**src/rtl/bus_read_steering.sv**
```systemverilog
// Read-data steering: locks one of SOURCES internal sources (or the external bus) for a
// whole read cycle, applies per-source wait states and a ready-timeout watchdog.
module bus_read_steering #(
  parameter int unsigned SOURCES        = 4,
  parameter int unsigned DATA_WIDTH     = 8,
  parameter int unsigned WAIT_WIDTH     = 4,
  parameter int unsigned TIMEOUT_CYCLES = 255
) (
  input  logic                             clock,
  input  logic                             reset_n,
  input  logic                             memory_read_n,
  input  logic                             io_read_n,
  input  logic [SOURCES-1:0]               source_select_n,
  input  logic [SOURCES*DATA_WIDTH-1:0]    source_data,
  input  logic [SOURCES-1:0]               source_ready,
  input  logic [SOURCES*WAIT_WIDTH-1:0]    wait_states,
  input  logic                             external_direction,
  input  logic [DATA_WIDTH-1:0]            data_bus_ext,
  output logic [DATA_WIDTH-1:0]            data_bus_out,
  output logic                             data_bus_direction,
  output logic [SOURCES-1:0]               source_grant,
  output logic                             access_ready,
  output logic                             bus_timeout
);

  localparam int unsigned IdxW = (SOURCES > 1) ? $clog2(SOURCES) : 1;
  localparam int unsigned TmoW = (TIMEOUT_CYCLES > 0) ? $clog2(TIMEOUT_CYCLES + 1) : 1;
  localparam logic [TmoW-1:0] TmoLimit = TmoW'(TIMEOUT_CYCLES);

  typedef enum logic [1:0] {StIdle, StWait, StDrive} state_e;

  state_e                state_q;
  logic [IdxW-1:0]       win_idx_q;
  logic                  win_int_q;
  logic                  win_ext_q;
  logic                  forced_q;
  logic [WAIT_WIDTH-1:0] wait_cnt_q;
  logic [TmoW-1:0]       tmo_cnt_q;

  logic                  read_active;
  logic                  arb_found;
  logic [IdxW-1:0]       arb_idx;
  logic [WAIT_WIDTH-1:0] arb_wait;
  logic                  arb_ready;
  logic [DATA_WIDTH-1:0] win_data;
  logic                  win_ready;
  logic [WAIT_WIDTH-1:0] wait_dec;
  logic [TmoW-1:0]       tmo_inc;
  logic [DATA_WIDTH-1:0] drive_data;

  assign read_active = ~memory_read_n | ~io_read_n;

  always_comb begin
    arb_found = 1'b0;
    arb_idx   = '0;
    for (int i = 0; i < int'(SOURCES); i++) begin
      if (!source_select_n[i] && !arb_found) begin
        arb_found = 1'b1;
        arb_idx   = IdxW'(i);
      end
    end

    arb_wait  = '0;
    arb_ready = 1'b0;
    win_data  = '0;
    win_ready = 1'b0;
    for (int i = 0; i < int'(SOURCES); i++) begin
      if (arb_idx == IdxW'(i)) begin
        arb_wait  = wait_states[i*WAIT_WIDTH +: WAIT_WIDTH];
        arb_ready = source_ready[i];
      end
      if (win_idx_q == IdxW'(i)) begin
        win_data  = source_data[i*DATA_WIDTH +: DATA_WIDTH];
        win_ready = source_ready[i];
      end
    end

    wait_dec = (wait_cnt_q == '0) ? '0 : wait_cnt_q - 1'b1;
    // Saturate so the watchdog counter never wraps, even with the timeout disabled.
    tmo_inc  = (tmo_cnt_q == '1) ? tmo_cnt_q : tmo_cnt_q + 1'b1;

    if (forced_q)       drive_data = '1;
    else if (win_int_q) drive_data = win_data;
    else if (win_ext_q) drive_data = data_bus_ext;
    else                drive_data = '0;
  end

  // The detection cycle stalls combinationally; everything else is registered.
  always_comb begin
    access_ready = ~((state_q == StWait) | ((state_q == StIdle) & read_active & reset_n));
  end

  always_ff @(posedge clock or negedge reset_n) begin
    if (!reset_n) begin
      state_q            <= StIdle;
      win_idx_q          <= '0;
      win_int_q          <= 1'b0;
      win_ext_q          <= 1'b0;
      forced_q           <= 1'b0;
      wait_cnt_q         <= '0;
      tmo_cnt_q          <= '0;
      data_bus_out       <= '0;
      data_bus_direction <= 1'b0;
      source_grant       <= '0;
      bus_timeout        <= 1'b0;
    end else begin
      bus_timeout <= 1'b0;
      if (!read_active) begin
        state_q            <= StIdle;
        forced_q           <= 1'b0;
        data_bus_out       <= '0;
        data_bus_direction <= 1'b0;
        source_grant       <= '0;
      end else begin
        unique case (state_q)
          StIdle: begin
            tmo_cnt_q <= '0;
            forced_q  <= 1'b0;
            if (arb_found) begin
              win_idx_q          <= arb_idx;
              win_int_q          <= 1'b1;
              win_ext_q          <= 1'b0;
              wait_cnt_q         <= arb_wait;
              source_grant       <= SOURCES'(1) << arb_idx;
              data_bus_direction <= 1'b0;
              state_q            <= ((arb_wait != '0) || !arb_ready) ? StWait : StDrive;
            end else begin
              win_idx_q          <= '0;
              win_int_q          <= 1'b0;
              win_ext_q          <= external_direction;
              wait_cnt_q         <= '0;
              source_grant       <= '0;
              data_bus_direction <= external_direction;
              state_q            <= StDrive;
            end
          end
          StWait: begin
            wait_cnt_q <= wait_dec;
            tmo_cnt_q  <= tmo_inc;
            // Normal completion takes precedence over a coincident timeout.
            if ((wait_dec == '0) && win_ready) begin
              state_q <= StDrive;
            end else if ((TIMEOUT_CYCLES != 0) && (tmo_inc == TmoLimit)) begin
              state_q      <= StDrive;
              forced_q     <= 1'b1;
              bus_timeout  <= 1'b1;
              data_bus_out <= '1;
            end
          end
          StDrive: begin
            data_bus_out <= drive_data;
          end
          default: begin
            state_q <= StIdle;
          end
        endcase
      end
    end
  end

endmodule

```
**config.mk**
```make
export PLATFORM = sky130hd
export DESIGN_NAME = bus_read_steering
export DESIGN_NICKNAME = d
export VERILOG_FILES = /design/src/rtl/bus_read_steering.sv
export SDC_FILE = /design/constraint.sdc
export NUM_CORES = 1
export LEC_CHECK = 0
export CAP_MARGIN = 10
export CORE_AREA = 8 8 90 92
export DETAILED_ROUTE_END_ITERATION = 10
export DIE_AREA = 0 0 98 100
export GPL_ROUTABILITY_DRIVEN = 0
export SYNTH_ARGS = -nofsm -noshare
export SYNTH_HDL_FRONTEND = slang
export SYNTH_SLANG_ARGS = --single-unit
```
**constraint.sdc**
```tcl
create_clock -name clock -period 2.5 [get_ports clock]
set_clock_uncertainty 0.1 [all_clocks]
set_input_delay 0.375 -clock clock [delete_from_list [all_inputs] [get_ports clock]]
set_output_delay 0.375 -clock clock [all_outputs]
set_load 0.01 [all_outputs]
```
==> reports/metrics.cfg <==
[cts]
cts_tree = yes
htreeDepth = 2
clk_pin_slew_ps = 70
postCtsSetupBuffers = 0
cts.sinks = 33
clock_path_buffers = 2
cts_hold_buffers = 0
root_buffer = clkbuf_8
clk-insertion-delay-late_ps = 280
cts_buffers = 5
cts_resized = 0

[pwr]
pwr-share-seq_pct = 33.6
pwr-share-clk_pct = 15.1
internal_power_uw = 1560
peakVddDrop_uv = 246
p_switching_uw = 974
power_density_mw_per_mm2 = 755
p_leak_uw = 0.00132
power_frac_comb_pct = 51.3
power.share.switching_pct = 38.4

[layout]
areaGrowthSynthToFinish_pct = 46.5
final_common_cell = clkdlybuf4s50_1
mostFrequentLayoutCells = 83 x clkdlybuf4s50_1, 33 x dfrtp_1, 30 x a21oi_1, 24 x nand2_1
antennaDiodeCount = 0
drive_above_1_share_pct = 12.1
design_area_sq_mm = 0.00336
fin_util_pct = 50.6
final_nets = 423

[critical_path]
endpoint_kind = flip-flop
required_ps = 2620
reg2reg_depth = 7
cp-startpoint = tmo_cnt_q[1]$_DFFE_PN0P_
crit_path_max_fanout = 8
reg2reg_to = data_bus_out[2]$_DFFE_PN0P_
worstPathArrival_ps = 2470
reg2reg_from = tmo_cnt_q[1]$_DFFE_PN0P_
startpoint_type = flip-flop
worstSetupPathType = reg2reg
rrSetupSlack_ps = 160

[grt]
grt.overflow.total = 0
antenna_found_initial = 0
grt_pass1_vias = 2402
grt_pass1_wl_um = 11700
grt_max_degree = 34
grt.total_usage_pct = 14.5

[synth]
synthAdderAreaFrac_pct = 0.546
yosysTopAreaCellShare_pct = 36.0
ys_top_cells_by_area = dfrtp_1 36%, mux4_2 8.8%, a21oi_1 6.5%
synthMuxAreaShare_pct = 9.33
ys_ff_latch = 33
ys_seq_area_share_pct = 36.0
synth-async-reset-ratio_pct = 100
yosys_warnings = 0
synth-main-ff-cell = dfrtp_1
netlist_area_sq_mm = 0.00229
synth_cell_types = 51
syn_area_per_cell_sq_um = 8.62
yosysTopAreaCell = dfrtp_1
synth_top_family_by_area = compound AO/OA/AOI/OAI gates
synth_compound_area_share_pct = 29.4
yosys.area_share.simple_pct = 20.7
synth_nets = 336
synth-xor-area-share_pct = 0
synthCells = 266
synth_edf_count = 0

[die]
die-area_sq_mm = 0.00980
core_sq_mm = 0.00664
start_util_pct = 34.5
io_pins = 84
fp.dieH_um = 100
num_rows = 30
die_w_um = 98

[route]
vias_per_cell = 5.49
routed-via-count = 2381
wirelength_um = 7150
drt_iter0_markers = 102
wl_per_cell_um = 16.5
drc = 0
postRouteAntennaNets = 0
dr.pass1.iters = 4

[worst_hold_path]
min_delay_path_depth = 1
worstHoldStart = data_bus_out[0]$_DFFE_PN0P_
min_to = data_bus_out[0]$_DFFE_PN0P_
hp-class = reg2reg

[timing]
final-hold-violation-count = 0
tightest_slew_ps = 580
post-route-period-util_pct = 93.7
maxSlewHeadroom_pct = 61.2
timing.setup.tns_ps = 0
finalSetupViolCount = 0
slew_viol_final = 0
min_period_ps = 2340
max_freq_ghz = 0.427
rsz0062_at_grt = false

[placement]
io_buffers = 83
placed_cell_area_sq_mm = 0.00328
dp_hpwl_um = 5680

[flow_run]
drv_cap = 0

[run_status]
status = finished, final reports clean

-- stage by stage --
step	total power [uW]	setup WS (ps)	hold WS [ps]	instances
global route	2740	17.0	416	434
finish	2540	156	388	434
CTS	2570	134	393	434
floorplan	1630	203	-20.6	266
global placement	2170	127	373	426
detailed placement	2180	118	379	426
-- worst max-delay path by stage --
stage	slack, ps	end	depth (start not counted)
finish	160	data_bus_out[2]$_DFFE_PN0P_	7
global route	20	data_bus_out[0]$_DFFE_PN0P_	7
CTS	130	data_bus_out[2]$_DFFE_PN0P_	7
detailed placement	120	state_q[1]$_DFFE_PN0P_	7
global placement	130	data_bus_out[4]$_DFFE_PN0P_	7
floorplan	200	data_bus_out[0]$_DFFE_PN0P_	8
-- flip-flops by register name, indices dropped and copies added (netlist names) --
signal              count
forced_q                1
win_int_q               1
data_bus_out            8
tmo_cnt_q               8
bus_timeout             1
win_ext_q               1
win_idx_q               2
wait_cnt_q              4
source_grant            4
data_bus_direction      1
state_q                 2
-- layer usage --
metal  global-route usage [%]  vias to the layer above  share of wire [%]
met5                        0                        -                  0
met4                     5.04                        0                1.2
met3                     2.56                        8                4.9
met2                     24.2                       79                 47
met1                     18.5                     1120                 46
li1                         -                     1174                  -
-- cell usage after synthesis, types with 6 or more instances --
cell	count
a22oi_1	11
dfrtp_1	33
nor2b_1	6
clkbuf_1	14
o21a_1	10
nand2b_1	6
nor3_1	8
mux4_2	9
nor2_1	22
o21ai_0	22
nand2_1	24
nand3_1	9
a21oi_1	30
a31oi_1	7
-- power groups by stage --
stage                     Clock, uW  Sequential, uW  Combinational, uW
after detailed placement          0             865               1320
after floorplan                   0             828                802
after global routing            419             886               1430
final                           383             853               1300
after global placement            0             862               1300
after CTS                       393             855               1320
-- area by class of cell --
class,count,area [sq um]
fill,659,3280
multi-input combinational,210,1380
timing repair buffer,99,963
sequential,33,826
tap,80,100
clock buffer,8,80.1
inverter,4,15.0
-- worst max-delay path: stages, from the launching register on --
cell and delay, ps:
dfrtp_1 420, ha_1 220, nand4_1 220, o211ai_1 310, o211ai_2 140, a211o_2 350
o31ai_4 360, o21a_1 160
-- cell families (layout without fill, tap and decap cells) --
logic type | Yosys count | in the layout
buffers and inverters | 23 | 111
adders and majority gates | 1 | 1
DFF | 33 | 33
muxes | 10 | 10
and+or+nand+nor | 95 | 95
AOI/OAI and AO/OA | 104 | 104
Note: power is estimated with default switching activity, not from simulation.
==> RTL edit 1: new RTL, config.mk and constraints unchanged <==
Re-encode `state_e` (3 states) as one-hot, 3 bits wide.
--- a/src/rtl/bus_read_steering.sv
+++ b/src/rtl/bus_read_steering.sv
@@ -28,5 +28,5 @@
   localparam logic [TmoW-1:0] TmoLimit = TmoW'(TIMEOUT_CYCLES);
 
-  typedef enum logic [1:0] {StIdle, StWait, StDrive} state_e;
+  typedef enum logic [2:0] {StIdle = 3'b001, StWait = 3'b010, StDrive = 3'b100} state_e;
 
   state_e                state_q;
Formal check against the unedited RTL: same outputs for any inputs over 10 cycles, from zero or initial values and one cycle with reset_n low; not proved beyond that.
==> RTL edit 1 against the unedited design <==
  * Synthesized cell count fell by 4.9%
  * Sequential cell count is 1 higher
  * Worst hold slack better by 0.0093 ns
  * Die area unchanged
  * Design area rose by 2.9%
  * Synthesized area up 1.6%
  * Total power rose by 0.66%
  * Routed wire length down 1.0%
  * Non-clock buffer count is 7 higher
  * Worst setup slack worse by 0.030 ns
  * Global-route usage is 0.13 points lower
==> RTL edit 1: results (changes against the unedited design) <==
[metrics] outcome: finished, final reports clean (unchanged)
[metrics] number of global-route vias before repair: 2307 (was 2402)
[metrics] number of different library cells in the post-synthesis netlist: 53 (was 51)
[metrics] fin cells: 430 (was 434)
[metrics] Worst Setup Slack post-DPL: 0.03265 ns (was 0.1180 ns)
[metrics] HPWL after DPL: 5.741 mm (was 5.676 mm)
[metrics] parity-gate share of the synthesized area counting xor and xnor cells: 0.3759% (was 0%)
[metrics] cell count after synthesis: 253 (was 266)
[metrics] slew at the pin closest to its max-slew limit: 0.5931 ns (was 0.5796 ns)
[metrics] Met3 Routed Length: 270 um (was 349 um)
[metrics] met2 WL: 3.568 mm (was 3.393 mm)
[metrics] Worst EP arrival: 2.44 ns (was 2.47 ns)
[metrics] sequential share of power: 32.8% (was 33.6%)
[metrics] layout cells sized above 1: 16.86% (was 12.15%)
[metrics] switching power of the nets: 0.0009145 W (was 0.0009737 W)
[metrics] global-route track usage on met2: 25.08% (was 24.24%)
[metrics] maximum number of pins on one net before global-route repair: 35 (was 34)
[metrics] met1 track demand over resource: 17.55% (was 18.46%)
[metrics] Worst IR Drop VDD: 0.0003119 V (was 0.0002461 V)
[metrics] area fraction in compound gates after synthesis: 22.88% (was 29.41%)
[metrics] global-route wire length before repair: 11.59 mm (was 11.74 mm)
[metrics] leakage power of the design: 1.374 nW (was 1.319 nW)
[metrics] area share of fa/ha/maj cells after synthesis: 0.5371% (was 0.5456%)
[metrics] Starting DRT DRC Count: 87 (was 102)
[metrics] register area share after synthesis: 36.57% (was 36.01%)
[metrics] fill cell instance count of the final layout: 621 (was 659)
[metrics] ranking of synthesized cells by area: dfrtp_1 35%, mux4_2 8.7%, a21oi_1 4.7%, mux2_2 4.4%, nor2_1 4.2% (was dfrtp_1 36%, mux4_2 8.8%, a21oi_1 6.5%, o21ai_0 4.8%, nand2_1 3.9%)
[metrics] M1 wire length: 3.173 mm (was 3.320 mm)
[metrics] share of cell area taken by muxes after synthesis: 13.91% (was 9.329%)
RTL edit 1: area by class of cell:
cell class	instances	area [sq um]	share of cell area, %
multi-input combinational	200	1394	40.29
timing repair buffer	106	1015	29.33
sequential	34	852.1	24.63
tap	80	100.1	2.893
clock buffer	7	86.33	2.495
inverter	2	7.507	0.2170
clock inverter	1	5.005	0.1447
RTL edit 1: worst paths after layout:
check,startpoint,endpoint,slack (ns),cells past startpoint
worst max-delay path,tmo_cnt_q[1],data_bus_out[4],0.13,8
worst min-delay path,win_ext_q,win_ext_q,0.40,2
worst max register to register,tmo_cnt_q[1],data_bus_out[4],0.13,8
worst min register to register,win_ext_q,win_ext_q,0.40,2
max in group asynchronous,reset_n,state_q[0],1.47,2
min in group asynchronous,reset_n,tmo_cnt_q[2],0.49,2
RTL edit 1: through the flow:
step / cell area, sq um / power [W]
floorplan: 2330 / 0.001618
detailed placement: 3363 / 0.002163
global route: 3460 / 0.002754
finish: 3460 / 0.002552
CTS: 3453 / 0.002585
global placement: 3363 / 0.002159
==> RTL edit 2: new RTL, same flow settings <==
Without the edit above. `WAIT_WIDTH`: 4 -> 5.
--- a/src/rtl/bus_read_steering.sv
+++ b/src/rtl/bus_read_steering.sv
@@ -4,5 +4,5 @@
   parameter int unsigned SOURCES        = 4,
   parameter int unsigned DATA_WIDTH     = 8,
-  parameter int unsigned WAIT_WIDTH     = 4,
+  parameter int unsigned WAIT_WIDTH     = 5,
   parameter int unsigned TIMEOUT_CYCLES = 255
 ) (
Interface: changed (resized wait_states); port bits go from 84 to 88. No check against the original RTL was run, so the function may have changed too.
==> RTL edit 2 against the unedited design <==
  * Worst setup slack improved by 0.076 ns
  * Design area rose by 5.7%
  * First-iteration DRC count is 30% higher
  * Die area unchanged
  * Total power up 10%
  * Synthesized area grew 7.1%
  * Global-route usage increased by 1.3 points
  * Sequential cell count increased by 1
  * Synthesized cell count is 7.5% higher
  * Routed wire length grew 5.0%
  * Critical endpoint is now state_q[1]
  * Largest cell class unchanged
  * Largest power group unchanged
  * Highest routed layer unchanged
==> RTL edit 2: results (changes against the unedited design) <==
[metrics] outcome: finished, final reports clean (unchanged)
[metrics] number of different library cells in the post-synthesis netlist: 58 (was 51)
[metrics] max-slew headroom at the worst pin: 61.74% (was 61.22%)
[metrics] maximum achievable frequency: 0.4409 GHz (was 0.4267 GHz)
[metrics] flop-to-flop setup slack: 0.24 ns (was 0.16 ns)
[metrics] area fraction in compound gates after synthesis: 25.31% (was 29.41%)
[metrics] clock buf count: 6 (was 8)
[metrics] Commonest cells post-synth: 34 x dfrtp_1, 33 x nand2_1, 28 x a21oi_1, 26 x nor2_1, 19 x o21ai_0 (was 33 x dfrtp_1, 30 x a21oi_1, 24 x nand2_1, 22 x nor2_1, 22 x o21ai_0)
[metrics] register area share after synthesis: 34.62% (was 36.01%)
[metrics] area share of fa/ha/maj cells after synthesis: 1.018% (was 0.5456%)
[metrics] global-route usage over all layers: 15.88% (was 14.53%)
[metrics] layout cells sized above 1: 12.73% (was 12.15%)
[metrics] #MultiIn Comb: 227 (was 210)
[metrics] Min Hold Slack: 0.07141 ns (was 0.3880 ns)
[metrics] fill cell instance count of the final layout: 643 (was 659)
[metrics] critical-path maximum fanout: 10 (was 8)
[metrics] Worst Setup Slack post-DPL: -0.02043 ns (was 0.1180 ns)
[metrics] Hold Path Class: in -> async (was reg -> reg)
[metrics] clock tree cell share of total cell area: 2.324% (was 2.383%)
[metrics] registers with the highest flip-flop counts: data_bus_out: 8 flops, tmo_cnt_q: 8 flops, wait_cnt_q: 5 flops (was data_bus_out: 8 flops, tmo_cnt_q: 8 flops)
[metrics] leakage power of the design: 1.460 nW (was 1.319 nW)
[metrics] number of synthesized register bits: 34 (was 33)
[metrics] delay contributed by the slowest stage of the critical path: 0.64 ns (was 0.42 ns)
[metrics] critical path startpoint: source_select_n[2] (was tmo_cnt_q[1])
[metrics] Routed wire per std cell: 16.42 um (was 16.47 um)
[metrics] met3 routing resource usage after global routing: 4.221% (was 2.561%)
[metrics] portion of the layout cell area used by non-clock buffers: 28.10% (was 28.67%)
[metrics] Worst EP arrival: 2.39 ns (was 2.47 ns)
[metrics] number of signal-net buffers in the layout: 103 (was 99)
[metrics] Vias per Instance: 5.396 (was 5.486)
[metrics] number of global-route vias before repair: 2735 (was 2402)
[metrics] HPWL after DPL: 6.104 mm (was 5.676 mm)
[metrics] ranking of synthesized cells by area: dfrtp_1 35%, mux4_2 8.2%, a21oi_1 5.7%, nand2_1 5.0%, nor2_1 4.0% (was dfrtp_1 36%, mux4_2 8.8%, a21oi_1 6.5%, o21ai_0 4.8%, nand2_1 3.9%)
[metrics] multi-input gate share of the layout cell area: 42.08% (was 40.95%)
[metrics] Starting DRT DRC Count: 133 (was 102)
[metrics] sequential fraction of total cell area: 23.94% (was 24.57%)
[metrics] met1 track demand over resource: 18.43% (was 18.46%)
[metrics] invs w/o clock: 7 (was 4)
[RTL edit 2: cell count changes after synthesis, moves of 3 or more]
cell      delta
clkbuf_1     -4
and2b_1      +3
o21ai_0      -3
nor3_1       -3
nand2_1      +9
nor2_1       +4
inv_1        +3
a31oi_1      -4
o22ai_1      +3
a21boi_0     -3
nand4_1      +3
and3_1       -3
nand2b_1     +4
[RTL edit 2: metrics by stage]
step	instance area, sq um	instances	utilization, %	total power [W]
floorplan	2457	286	-	0.001825
global placement	3471	451	52.24	0.002399
detailed placement	3471	451	52.24	0.002424
CTS	3553	457	53.48	0.002838
global route	3553	457	53.48	0.003034
finish	3553	457	53.48	0.002789
[RTL edit 2: cells by family (layout without fill, tap and decap cells)]
logic type | count (synthesis) | in the layout
adder cells (fa/ha/maj) | 2 | 2
AO/OA/AOI/OAI | 96 | 96
AND/OR/NAND/NOR | 119 | 119
flip-flops | 34 | 34
multiplexers | 10 | 10
buffers and inverters | 25 | 116
[RTL edit 2: metal layers]
layer  vias up  routed length, um
met4         0                100
met5         -                  0
met2        71               3773
met3         8                418
li1       1237                  -
met1      1150               3209
[RTL edit 2: worst paths after layout]
check                           cells after the start         endpoint
min in group clock                                  2        win_ext_q
worst min register to register                      2        win_ext_q
max in group asynchronous                           2  source_grant[0]
worst min-delay path                                2     tmo_cnt_q[5]
worst max-delay path                                8       state_q[1]
worst max register to register                      8  data_bus_out[6]
[RTL edit 2: power by group through the flow]
stage          Combinational [W]  Clock (W)  Sequential, W
6_report                 0.00149   0.000398       0.000904
5_1_grt                  0.00166   0.000435       0.000939
4_1_cts                  0.00151   0.000421       0.000909
3_5_place_dp             0.00150          0       0.000921
3_3_place_gp             0.00148          0       0.000914
2_1_floorplan           0.000977          0       0.000848
